**src/rtl/sbox_share_sequencer_pkg.sv**
```systemverilog
`default_nettype none
// ============================================================================
// Module   : sbox_share_sequencer_pkg
// Brief    : Shared types and constants for the masked S-box share sequencer.
// Revision : 1.0
// ============================================================================
package sbox_share_sequencer_pkg;

    localparam int          c_LFSR_W    = 16;
    // Feedback from bits 15,13,12,10: x^16 + x^14 + x^13 + x^11 + 1
    localparam logic [15:0] c_LFSR_TAPS = 16'hB400;
    localparam logic [15:0] c_LFSR_SEED = 16'hACE1;
    localparam int          c_SHARE_W   = 4;

    typedef enum logic [2:0] {
        ST_IDLE    = 3'd0,
        ST_ARM     = 3'd1,
        ST_WAIT    = 3'd2,
        ST_CAPTURE = 3'd3,
        ST_OUT     = 3'd4
    } state_t;

endpackage
`default_nettype wire

```
**src/rtl/sbox_fresh_lfsr.sv**
```systemverilog
`default_nettype none
// ============================================================================
// Module   : sbox_fresh_lfsr
// Brief    : Free-running 16-bit Fibonacci LFSR supplying masks and fresh bits.
// Revision : 1.0
// ============================================================================
module sbox_fresh_lfsr
    import sbox_share_sequencer_pkg::*;
(
    input  logic                clk,
    input  logic                rst,
    input  logic                seed_load_i,
    input  logic [c_LFSR_W-1:0] seed_val_i,
    output logic [7:0]          fresh_o
);

    logic [c_LFSR_W-1:0] lfsr_q;
    logic [c_LFSR_W-1:0] lfsr_d;

    always_comb begin
        lfsr_d = {lfsr_q[c_LFSR_W-2:0], ^(lfsr_q & c_LFSR_TAPS)};
        // An all-zero state would lock the register, so substitute the default seed
        if (seed_load_i) begin
            lfsr_d = (seed_val_i == '0) ? c_LFSR_SEED : seed_val_i;
        end
    end

    always_ff @(posedge clk or negedge rst) begin
        if (!rst) begin
            lfsr_q <= c_LFSR_SEED;
        end else begin
            lfsr_q <= lfsr_d;
        end
    end

    assign fresh_o = lfsr_q[7:0];

endmodule
`default_nettype wire

```
**src/rtl/sbox_share_sequencer.sv**
```systemverilog
`default_nettype none
// ============================================================================
// Module   : sbox_share_sequencer
// Brief    : Splits a nibble into two shares, drives a masked S-box, recombines.
// Revision : 1.0
// ============================================================================
module sbox_share_sequencer
    import sbox_share_sequencer_pkg::*;
#(
    parameter int LATENCY = 5,
    parameter int TIMEOUT = 16
) (
    input  logic                 clk,
    input  logic                 rst,
    input  logic                 in_valid,
    output logic                 in_ready,
    input  logic [c_SHARE_W-1:0] in_data,
    output logic                 out_valid,
    input  logic                 out_ready,
    output logic [c_SHARE_W-1:0] out_data,
    input  logic                 seed_load,
    input  logic [c_LFSR_W-1:0]  seed_val,
    output logic [c_SHARE_W-1:0] X_s0,
    output logic [c_SHARE_W-1:0] X_s1,
    output logic [c_SHARE_W-1:0] Fresh,
    output logic                 sbox_rst,
    input  logic                 Synch,
    input  logic [c_SHARE_W-1:0] Y_s0,
    input  logic [c_SHARE_W-1:0] Y_s1,
    output logic                 err
);

    // Counter must cover both the timeout and the programmed S-box latency
    localparam int c_CNT_MAX = (TIMEOUT > LATENCY) ? TIMEOUT : LATENCY;
    localparam int c_CNT_W   = $clog2(c_CNT_MAX + 1);

    state_t               state_q, state_d;
    logic [c_SHARE_W-1:0] xs0_q, xs0_d;
    logic [c_SHARE_W-1:0] xs1_q, xs1_d;
    logic [c_SHARE_W-1:0] fresh_q, fresh_d;
    logic [c_SHARE_W-1:0] out_q, out_d;
    logic [c_CNT_W-1:0]   cnt_q, cnt_d;
    logic [7:0]           w_rand;

    sbox_fresh_lfsr u_lfsr (
        .clk         (clk),
        .rst         (rst),
        .seed_load_i (seed_load),
        .seed_val_i  (seed_val),
        .fresh_o     (w_rand)
    );

    always_comb begin
        state_d   = state_q;
        xs0_d     = xs0_q;
        xs1_d     = xs1_q;
        fresh_d   = fresh_q;
        out_d     = out_q;
        cnt_d     = cnt_q;
        in_ready  = 1'b0;
        out_valid = 1'b0;
        sbox_rst  = 1'b0;
        err       = 1'b0;
        case (state_q)
            ST_IDLE: begin
                in_ready = 1'b1;
                if (in_valid) begin
                    // The only point where plain data meets a share; result is registered
                    xs0_d   = in_data ^ w_rand[3:0];
                    xs1_d   = w_rand[3:0];
                    fresh_d = w_rand[7:4];
                    state_d = ST_ARM;
                end
            end
            ST_ARM: begin
                sbox_rst = 1'b1;
                cnt_d    = '0;
                state_d  = ST_WAIT;
            end
            ST_WAIT: begin
                if (Synch) begin
                    state_d = ST_CAPTURE;
                end else if (cnt_q == c_CNT_W'(TIMEOUT - 1)) begin
                    err     = 1'b1;
                    state_d = ST_IDLE;
                end else begin
                    cnt_d = cnt_q + 1'b1;
                end
            end
            ST_CAPTURE: begin
                out_d   = Y_s0 ^ Y_s1;
                state_d = ST_OUT;
            end
            ST_OUT: begin
                out_valid = 1'b1;
                if (out_ready) begin
                    state_d = ST_IDLE;
                end
            end
            default: begin
                state_d = ST_IDLE;
            end
        endcase
    end

    always_ff @(posedge clk or negedge rst) begin
        if (!rst) begin
            state_q <= ST_IDLE;
            xs0_q   <= '0;
            xs1_q   <= '0;
            fresh_q <= '0;
            out_q   <= '0;
            cnt_q   <= '0;
        end else begin
            state_q <= state_d;
            xs0_q   <= xs0_d;
            xs1_q   <= xs1_d;
            fresh_q <= fresh_d;
            out_q   <= out_d;
            cnt_q   <= cnt_d;
        end
    end

    assign X_s0     = xs0_q;
    assign X_s1     = xs1_q;
    assign Fresh    = fresh_q;
    assign out_data = out_q;

endmodule
`default_nettype wire

```
**config.mk**
```make
export PLATFORM = sky130hd
export DESIGN_NAME = sbox_share_sequencer
export DESIGN_NICKNAME = d
export VERILOG_FILES = /design/src/rtl/sbox_share_sequencer_pkg.sv /design/src/rtl/sbox_fresh_lfsr.sv /design/src/rtl/sbox_share_sequencer.sv
export SDC_FILE = /design/constraint.sdc
export NUM_CORES = 1
export LEC_CHECK = 0
export BUFFER_PORTS_ARGS = -buffer_cell sky130_fd_sc_hd__buf_2
export CAP_MARGIN = 10
export CORE_UTILIZATION = 50
export CTS_BUF_LIST = sky130_fd_sc_hd__clkbuf_16
export CTS_CLUSTER_DIAMETER = 30
export CTS_CLUSTER_SIZE = 24
export DETAILED_ROUTE_END_ITERATION = 8
export PLACE_DENSITY = 0.86
export SLEW_MARGIN = 40
export SYNTH_ARGS = -nofsm -noshare
export SYNTH_HDL_FRONTEND = slang
export SYNTH_SLANG_ARGS = --single-unit
export TNS_END_PERCENT = 20
```
**constraint.sdc**
```tcl
create_clock -name clk -period 4.3 [get_ports clk]
set_input_delay 0.86 -clock clk [delete_from_list [all_inputs] [get_ports clk]]
set_output_delay 0.86 -clock clk [all_outputs]
set_load 0.005 [all_outputs]
```
### Word level (Yosys, flattened, before mapping)

Cells that the tools add are included.

| word-level totals | value |
|---|---|
| flip-flop bits (word level) | 40 |
| input port bits | 34 |

| cells by class | value |
|---|---|
| $add $sub $neg | 1 |
| eq/ne operators | 10 |
| multiplexer cells | 16 |
| bitwise logic cells | 2 |
| reduce and logical (&&, ||, !) cells | 7 |

Operators by type and width:

| cell | number |
|---|---|
| $mux 16 | 2 |
| $logic_not 16->1 | 1 |
| $reduce_xor 16->1 | 1 |
| $pmux 3 s5 | 1 |
| $mux 3 | 4 |
| $mux 5 | 2 |
| $pmux 5 s2 | 1 |
| $ne 2x2->1 const B | 4 |
| $xor 4x4->4 | 2 |
| $eq 3x2->1 const B | 2 |
| $mux 1 | 6 |
| $reduce_and 3->1 | 2 |
| $add 5x1->5 const B | 1 |
| $eq 5x4->1 const B | 1 |
| $eq 3x1->1 const B | 1 |
| $eq 3x3->1 const B | 1 |
| $logic_not 3->1 | 1 |
| $ne 3x3->1 const B | 1 |
| $reduce_and 2->1 | 1 |
| $reduce_bool 2->1 | 1 |

### Logic depth before layout (Yosys ltp)

Gate-level depths: netlist of the first run.

| depth | value |
|---|---|
| depth in word-level cells | 4 |
| mapped depth | 6 |

### By module

Synthesis of the first run repeated with hierarchy kept, for this count alone.

| second synthesis, totals | value |
|---|---|
| cells, all modules | 150 |
| area, all modules | 1875.5 sq um |

Modules (own cells, without submodules):

| module | instances | cells each | area an instance (sq um) | sequential area each (sq um) |
|---|---|---|---|---|
| sbox_share_sequencer | 1 | 100 | 1141.1 | 600.6 |
| sbox_fresh_lfsr | 1 | 50 | 734.5 | 410.4 |

### Least setup slack after synthesis of the first run

Ideal clock, no wire load.

| path | value |
|---|---|
| path type | input port to output port |
| start | in Synch |
| end | out err |
| data arrival time | 1391 ps |
| setup slack | 2049 ps |
| cell stages on the path | 2 |
| cells stage by stage | nor4b_1 and2_1 |

| between the ends | value |
|---|---|
| cells in the longest elaborated chain, start to end | 2 |

RTL lines:

| element | RTL line | source |
|---|---|---|
| from (decl) | sbox_share_sequencer.sv:27 | `input logic Synch,` |
| $mux 1 | sbox_share_sequencer.sv:81 | `if (Synch) begin` |
| $mux 1 | sbox_share_sequencer.sv:64 | `case (state_q)` |
| to (decl) | sbox_share_sequencer.sv:30 | `output logic err` |

No other way between the ends.

### Worst setup path in the final report of the first run

Same ends and word-level chain as after synthesis.

==> flow_summary.ini, run 1 <==
[run_status]
outcome = finished, final reports clean

[place]
globalplace.congestion = 0.7396
dpl.hpwl_mm = 2.391
place_ws_ns = 1.737
dp.cells = 231
portBuffers = 53

[logic_synthesis]
syn_area_um2 = 1775
synth_common_cells = 32 x dfrtp_1, 17 x mux2_2, 11 x xnor2_1
yosys_warnings = 0
synth_top_area_share_pct = 45.10
synth_area_leaders = dfrtp_1 45%, dfstp_2 12%, mux2_2 11%
synthArstFlopShare_pct = 100.0
yosysMostFrequentCell = dfrtp_1
yosysTopAreaCell = dfrtp_1
synth-edff-count = 0
synthFlopType = dfrtp_1
yosysUniqueCellTypes = 30
avgSynthCellArea_um2 = 12.87
syn-num-nets = 174
synth_seq_cells = 40
yosysSeqAreaShare_pct = 56.94
syn_inst = 138

[floorplanning]
io_pins = 54
start_util_pct = 52.79
fp.dieW_um = 61.59
floorplan.die.height_um = 61.59
core.rowCount = 21
die_area_um2 = 3793
coreArea_um2 = 3363

[setup_path]
crit_family = simple AND/OR/NAND/NOR gates
cp.required_ns = 3.44
cp_max_fo = 4
cp.arrival_ns = 1.75
worstSetupStartpointType = input port
end_kind = output pin
critPathKind = input port to output pin
crit_chain = buf_2, nor4b_1, and2_1, buf_2
slowest_delay_ns = 0.44
cp_num_buf_inv = 2
cp_slowest_cell = nor4b_1
crit_top_cell = buf_2

[power]
ir_worst_vdd_mv = 0.3487
powerDensity_nw_per_um2 = 592.7
p_leak_nw = 1.016

[sta]
hold_slack_ns = 0.4772
rsz0062_at_grt = false
max_freq_ghz = 0.3825
period_needed_ns = 2.614
final_hold_viol_count = 0
setup_viol = 0
fin_skew_ns = 0.004855
tns_ns = 0
setup_slack_ns = 1.686
fin_crit_sh_pct = 60.79
drv_slew = 0
worst_slew_pin_slew_ns = 0.5685
relSlewSlack_pct = 61.94

[cts]
cts_hold_buffers = 0
clk_pin_slew_worst_paths_ns = 0.05
cts_buffers = 5
insertion_delay_ns = 0.28
post_cts_buffers = 0
cts.sinks = 40
cts_resized = 0
clock-root-buffer = clkbuf_16
cts_max_path_buffers = 2
cts_tree = built
cts_max_level = 2

[layout]
drive_above_1_share_pct = 46.91
antennaDiodeCount = 0
areaGrowthSynthToFinish_pct = 24.95
final_cell_count_no_fill = 240
nNetsFinal = 229

[global_route]
antenna_found_initial = 0
grt_overflow = 0
grt_pass1_vias = 1233
grt_use_total_pct = 20.90
grt_pass1_wl_mm = 5.457
grt_max_degree = 41

[route]
vias_per_cell = 5.188
drtIter0Drc = 52
dr.pass1.iters = 4
route.vias.total = 1245
finalWirelength_mm = 3.419
ant_nets = 0
wl_per_cell_um = 14.25
wl_met1_mm = 1.397
wl_met3_um = 175
highest_layer = met4
wl_met2_mm = 1.753
drcViolationCount = 0

[min_path]
hp-class = flop to flop

[job]
maxCapViolCount = 0
## layer usage
metal	GRT usage, %	vias to the layer above
met5	0	-
met4	14.29	0
met3	4.832	9
met2	34.25	40
met1	24.32	597
li1	-	599
## where the power goes
group          switching (W)  internal (W)  total [W]  leakage, nW
Sequential         0.0000914      0.000498   0.000590        0.468
Clock               0.000141      0.000209   0.000349       0.0701
Combinational       0.000170      0.000206   0.000376        0.478
## path summary, 6_finish.rpt
path / slack, ns / cells past startpoint / start / to
setup / recovery: 1.69 / 4 / Synch / err
hold / removal: 0.48 / 1 / u_lfsr.lfsr_q[8] / u_lfsr.lfsr_q[9]
setup reg to reg: 2.03 / 6 / cnt_q[0] / cnt_q[4]
hold reg to reg: 0.48 / 1 / u_lfsr.lfsr_q[8] / u_lfsr.lfsr_q[9]
max in group asynchronous: 3.40 / 1 / rst / u_lfsr.lfsr_q[13]
min in group asynchronous: 0.54 / 1 / rst / cnt_q[2]
## cells in the final DEF (no fill, tap or decap)
cell type,count
nand3_1,1
xor2_1,1
or4b_2,1
dfstp_2,8
clkbuf_16,5
o22a_2,1
xnor2_1,11
mux2i_1,2
clkinv_1,2
nor3b_1,1
o22ai_1,3
o41ai_4,1
nand3b_1,3
or4_1,1
and2_1,1
buf_4,2
or4_4,3
ha_1,2
mux2_2,17
and3_1,1
o21ai_0,5
nor4b_4,1
nand2_1,5
nor2_1,6
inv_1,7
nor3_1,2
buf_2,52
nor4b_1,1
a21oi_1,6
o22a_1,7
nand2b_1,3
dfrtp_1,32
## state kept, by name, summed over array words and instances, names as in the netlist
signal and count:
Fresh 4, u_lfsr.lfsr_q 16, out_data 4, cnt_q 5, state_q 3, X_s1 4
X_s0 4
## cell type report
class                      count  area, µm²
sequential                    40       1011
clock buffer                   5      125.1
multi-input combinational     86      715.7
inverter                       6      22.52
timing repair buffer          54      275.3
fill                         285       1145
tap                           46      57.56
clock inverter                 3      11.26
## cell families (layout without fill, tap and decap cells)
logic type	count (synthesis)	after routing	share of synthesized area, %
buf+inv	12	68	2.748
flops	40	40	56.94
simple gates	30	30	11.35
compound gates	23	23	9.725
fa+ha+maj	2	2	1.409
xor+xnor	12	12	5.920
mux	19	19	11.91
## per-stage QoR
step	power, W	cell area, µm²	utilization, %
after detailed placement	0.0009627	2072	61.61
after floorplan	0.0008120	1775	-
after global routing	0.001402	2218	65.96
after global placement	0.0009406	2072	61.61
after CTS	0.001320	2208	65.66
final	0.001315	2218	65.96
No activity file was read; power rests on OpenSTA's default activity.
==> run 2: changes to the inputs <==
--- a/config.mk
+++ b/config.mk
@@ -7,12 +7,12 @@
 export LEC_CHECK = 0
 export BUFFER_PORTS_ARGS = -buffer_cell sky130_fd_sc_hd__buf_2
 export CAP_MARGIN = 10
-export CORE_UTILIZATION = 50
+export CORE_UTILIZATION = 45
 export CTS_BUF_LIST = sky130_fd_sc_hd__clkbuf_16
 export CTS_CLUSTER_DIAMETER = 30
 export CTS_CLUSTER_SIZE = 24
 export DETAILED_ROUTE_END_ITERATION = 8
-export PLACE_DENSITY = 0.86
+export PLACE_DENSITY = 0.82
 export SLEW_MARGIN = 40
 export SYNTH_ARGS = -nofsm -noshare
 export SYNTH_HDL_FRONTEND = slang
==> constraint.sdc (replaced) <==
create_clock -name clk -period 2.2 [get_ports clk]
set_input_delay 0.44 -clock clk [delete_from_list [all_inputs] [get_ports clk]]
set_output_delay 0.44 -clock clk [all_outputs]
set_load 0.005 [all_outputs]
==> run 2 against run 1 <==
- clock power up 130%
- setup slack worse by 1.6 ns
- die area up 11%
- clock skew down 0.0014 ns
- combinational power up 94%
- sequential share of layout area down 1.2 points
- via count up 0.40%
- sequential power up 97%
- first-iteration DRC count up 5.8%
- design area up 2.6%
- hold slack worse by 0.39 ns
- critical path type is now flop to output pin
==> flow_summary.ini, run 2 (same netlist as run 1, synthesis figures left out) <==
[route]
drtIter0Drc = 55
wl_per_cell_um = 13.96
finalWirelength_mm = 3.420
drcViolationCount = 0
dr.pass1.iters = 5
vias_per_cell = 5.102
route.vias.total = 1250
ant_nets = 0

[global_route]
grt_pass1_vias = 1247
antenna_found_initial = 0
grt_use_total_pct = 19.17
grt_pass1_wl_mm = 5.865
grt_overflow = 0
grt_max_degree = 21

[setup_path]
worstSetupStartpointType = flop
end_kind = output pin
cp.required_ns = 1.76
cp.arrival_ns = 1.68
critPathKind = flop to output pin
cp_max_fo = 4

[floorplanning]
fp.dieW_um = 64.81
start_util_pct = 47.78
die_area_um2 = 4200
floorplan.die.height_um = 64.81
core.rowCount = 22
coreArea_um2 = 3716
io_pins = 54

[run_status]
outcome = finished, final reports clean

[layout]
nNetsFinal = 232
ff_latch_area_um2 = 1011
largest_register_ffs = 16
nFillCells = 322
layout_common_cells = 53 x buf_2, 32 x dfrtp_1, 17 x mux2_2, 11 x xnor2_1, 8 x dfstp_2
multi_input_area_um2 = 719.4
drive_above_1_share_pct = 49.75
reg_top3 = u_lfsr.lfsr_q x16, cnt_q x5
areaGrowthSynthToFinish_pct = 28.19
layout_commonest_cell = buf_2
regMostFlops = u_lfsr.lfsr_q
antennaDiodeCount = 0

[power]
powerDensity_nw_per_um2 = 1183
finalPower_w = 0.002692
p_leak_nw = 1.040
ir_worst_vdd_mv = 0.8736

[sta]
fin_crit_sh_pct = 96.50
fin_skew_ns = 0.003488
max_freq_ghz = 0.4710
setup_viol = 0
worst_slew_pin_slew_ns = 0.5219
period_needed_ns = 2.123
drv_slew = 0
hold_slack_ns = 0.08977
setup_slack_ns = 0.07702
final_hold_viol_count = 0
relSlewSlack_pct = 65.09
tns_ns = 0

[cts]
cts_hold_buffers = 0
cts_tree = built
cts_buffers = 5
cts_max_level = 2
cts_resized = 0
cts_max_path_buffers = 2
insertion_delay_ns = 0.28
clock-root-buffer = clkbuf_16
post_cts_buffers = 0
cts.sinks = 40
clk_pin_slew_worst_paths_ns = 0.06

[place]
globalplace.congestion = 0.7372
portBuffers = 53
place_ws_ns = 0.03588
dpl.hpwl_mm = 2.495

[min_path]
hp-class = input port to asynchronous set/reset pin

[job]
maxCapViolCount = 0
[run 2: cell count changes in the layout (fill, tap and decap cells not counted), sizes merged]
cell	delta
clkinvlp	+1
clkinv	-1
inv	-1
buf	+3
bufinv	+1
[run 2: cell type report]
cell class | instances | share of cell area [%]
clock buffer | 5 | 5.498
sequential | 40 | 44.42
multi-input combinational | 86 | 31.61
inverter | 6 | 0.9896
clock inverter | 3 | 1.869
timing repair buffer | 57 | 12.97
tap | 48 | 2.639
[run 2: final timing paths]
path / startpoint / to / slack (ns) / cells past startpoint
worst max-delay path: cnt_q[0] / err / 0.08 / 6
worst min-delay path: rst / cnt_q[2] / 0.09 / 1
worst max register to register: cnt_q[0] / cnt_q[4] / 0.09 / 6
worst min register to register: out_data[3] / out_data[3] / 0.48 / 2
max in group asynchronous: rst / u_lfsr.lfsr_q[13] / 1.51 / 2
min in group clk: out_ready / state_q[2] / 0.35 / 2
[run 2: per-layer routing]
layer / track usage, % / routed length [µm]
met1: 24.13 / 1507
met5: 0 / 0
met2: 31.38 / 1741
met3: 5.458 / 134
met4: 6.667 / 36
[run 2: power by group]
part           leakage (nW)  switching (W)  total, W  internal, W
logic                 0.492       0.000321  0.000728     0.000407
clock network        0.0798       0.000271  0.000803     0.000532
registers             0.468       0.000188   0.00116     0.000974
total                  1.04       0.000780   0.00269      0.00191
[run 2: worst max-delay path: stages (launching register included)]
cell	delay [ns]
dfrtp_1	0.41
ha_1	0.23
and3_1	0.19
ha_1	0.19
buf_4	0.14
and2_1	0.13
buf_2	0.12
[run 2: through the flow]
| stage | utilization (%) | area (µm²) | instances |
|---|---|---|---|
| floorplan | - | 1775 | 138 |
| global placement | 56.63 | 2105 | 237 |
| detailed placement | 56.63 | 2105 | 237 |
| CTS | 61.14 | 2272 | 245 |
| global route | 61.25 | 2276 | 245 |
| finish | 61.25 | 2276 | 245 |
==> run 3: changes to the inputs <==
--- a/config.mk
+++ b/config.mk
@@ -7,6 +7,7 @@
 export LEC_CHECK = 0
 export BUFFER_PORTS_ARGS = -buffer_cell sky130_fd_sc_hd__buf_2
 export CAP_MARGIN = 10
+export CORE_ASPECT_RATIO = 1.4
 export CORE_UTILIZATION = 45
 export CTS_BUF_LIST = sky130_fd_sc_hd__clkbuf_16
 export CTS_CLUSTER_DIAMETER = 30
==> run 3 against run 2 <==
- first-iteration DRC count fell by 38%
- setup slack improved by 0.038 ns
- clock-buffer cell count is the same
- clock skew about the same
- flip-flop and latch count unchanged
- via count up 3.2%
- sequential power hardly changed
- global-route usage decreased by 1.3 points
- register-to-register slack improved by 0.03 ns
- hold slack gained 0.052 ns
- wire length fell by 1.5%
- critical endpoint unchanged
==> flow_summary.ini, run 3 (same netlist as run 1, synthesis figures left out) <==
[power]
ir_worst_vdd_mv = 0.8201
seq_power_share_pct = 43.1
power.share.clock_pct = 29.3
p_switching_w = 0.0007769
pwr-share-comb_pct = 27.6
intPower_w = 0.001921
switching_share_pct = 28.80
p_leak_nw = 1.045
powerDensity_nw_per_um2 = 1184

[floorplanning]
fp.dieW_um = 55.09
die_area_um2 = 4204
coreArea_um2 = 3709
core.rowCount = 26
start_util_pct = 47.87
floorplan.die.height_um = 76.32
io_pins = 54

[global_route]
grt_pass1_vias = 1231
grt_pass1_wl_mm = 5.471
grt_use_total_pct = 17.86
grt_overflow = 0
antenna_found_initial = 0
grt_max_degree = 26

[setup_path]
cp.required_ns = 1.76
crit_chain = ha_1, and3_1, ha_1, buf_4, and2_1, buf_2
endpoint = err
reg2reg_depth = 6
startpoint = cnt_q[0]
worstSetupStartpointType = flop
crit_top_cell = ha_1
ff2ff_setup_slack_ns = 0.12
reg2reg_from = cnt_q[0]
end_kind = output pin
cp.arrival_ns = 1.64
critPathKind = flop to output pin
r2r-end = cnt_q[0]
slowest_delay_ns = 0.40
cp_max_fo = 4
cp_slowest_cell = dfrtp_1

[cts]
cts_tree = built
cts_max_level = 2
clock-root-buffer = clkbuf_16
post_cts_buffers = 0
cts_buffers = 5
cts.sinks = 40
clk_pin_slew_worst_paths_ns = 0.06
cts_max_path_buffers = 2
insertion_delay_ns = 0.28

[layout]
layout_common_cells = 53 x buf_2, 32 x dfrtp_1, 17 x mux2_2, 11 x xnor2_1, 8 x dfstp_2
largest_register_ffs = 16
areaGrowthSynthToFinish_pct = 28.33
regMostFlops = u_lfsr.lfsr_q
post-route-util_pct = 61.44
nNetsFinal = 233
drive_above_1_share_pct = 48.99
layout_commonest_cell = buf_2
antennaDiodeCount = 0
nFillCells = 312
reg_top3 = u_lfsr.lfsr_q x16, cnt_q x5

[sta]
setup_viol = 0
worst_slew_pin_slew_ns = 0.5306
period_needed_ns = 2.085
fin_crit_sh_pct = 94.76
drv_slew = 0
rsz0062_at_grt = false
relSlewSlack_pct = 64.63
final_hold_viol_count = 0
max_freq_ghz = 0.4797
fin_skew_ns = 0.003920
tns_ns = 0

[route]
ant_nets = 0
drcViolationCount = 0
finalWirelength_mm = 3.369
vias_per_cell = 5.375
wl_per_cell_um = 14.04
drtIter0Drc = 34
route.vias.total = 1290
dr.pass1.iters = 4

[run_status]
outcome = finished, final reports clean

[place]
globalplace.congestion = 0.7350
dpl.hpwl_mm = 2.526
portBuffers = 53

[job]
maxCapViolCount = 0

[min_path]
hp-class = input port to asynchronous set/reset pin
run 3: critical path: cells and delay by family, from the launching register on:
kind	cells	cell delay, ns
adders and majority gates	2	0.40
and+or+nand+nor	2	0.30
DFF	1	0.40
buffers and inverters	2	0.26
run 3: power by group through the flow:
stage	Clock [W]	Sequential [W]	Combinational, W
6_report	0.000789	0.00116	0.000745
5_1_grt	0.000840	0.00120	0.000838
4_1_cts	0.000802	0.00116	0.000740
3_5_place_dp	0	0.00117	0.000734
3_3_place_gp	0	0.00116	0.000715
2_1_floorplan	0	0.00110	0.000488
run 3: metal layers:
| metal | GRT usage [%] | vias up | wire (µm) |
|---|---|---|---|
| li1 | - | 608 | - |
| met1 | 23.17 | 632 | 1435 |
| met2 | 28.43 | 45 | 1708 |
| met3 | 4.192 | 5 | 180 |
| met4 | 6.000 | 0 | 44 |
| met5 | 0 | - | 0 |
run 3: final cells by class:
class                   count  area [µm²]  area share (%)
flip-flops and latches     40        1011           44.37
multi-input cells          86       726.9           31.91
repair buffers             58       302.8           13.29
clock buffers               5       125.1           5.491
well taps                  42       52.55           2.306
clock inverters             3       37.54           1.647
inverters                   6       22.52          0.9885
run 3: how the worst min path moves through the flow:
stage / from / to / cells past startpoint
4_1_cts: rst / u_lfsr.lfsr_q[9] / 1
2_1_floorplan: rst / Fresh[0] / 0
3_3_place_gp: rst / X_s0[2] / 1
3_5_place_dp: rst / X_s0[2] / 1
6_report: rst / u_lfsr.lfsr_q[9] / 1
5_1_grt: rst / cnt_q[2] / 1
run 3: timing repair:
| action | in CTS | in global routing |
|---|---|---|
| endpoints found under the setup margin | 0 | 4 |
| gates resized for setup | 0 | 2 |
| hold buffers | 0 | 0 |
run 3: through the flow:
step	hold WS [ns]	cell area, µm²	setup WS, ns	cells	total power, W
floorplan	0.1444	1775	0.1408	138	0.001587
global placement	0.4475	2105	0.08767	232	0.001877
detailed placement	0.4491	2105	0.07646	232	0.001907
CTS	0.1577	2267	0.03568	240	0.002704
global route	0.1868	2278	0.005615	240	0.002879
finish	0.1414	2278	0.1154	240	0.002697
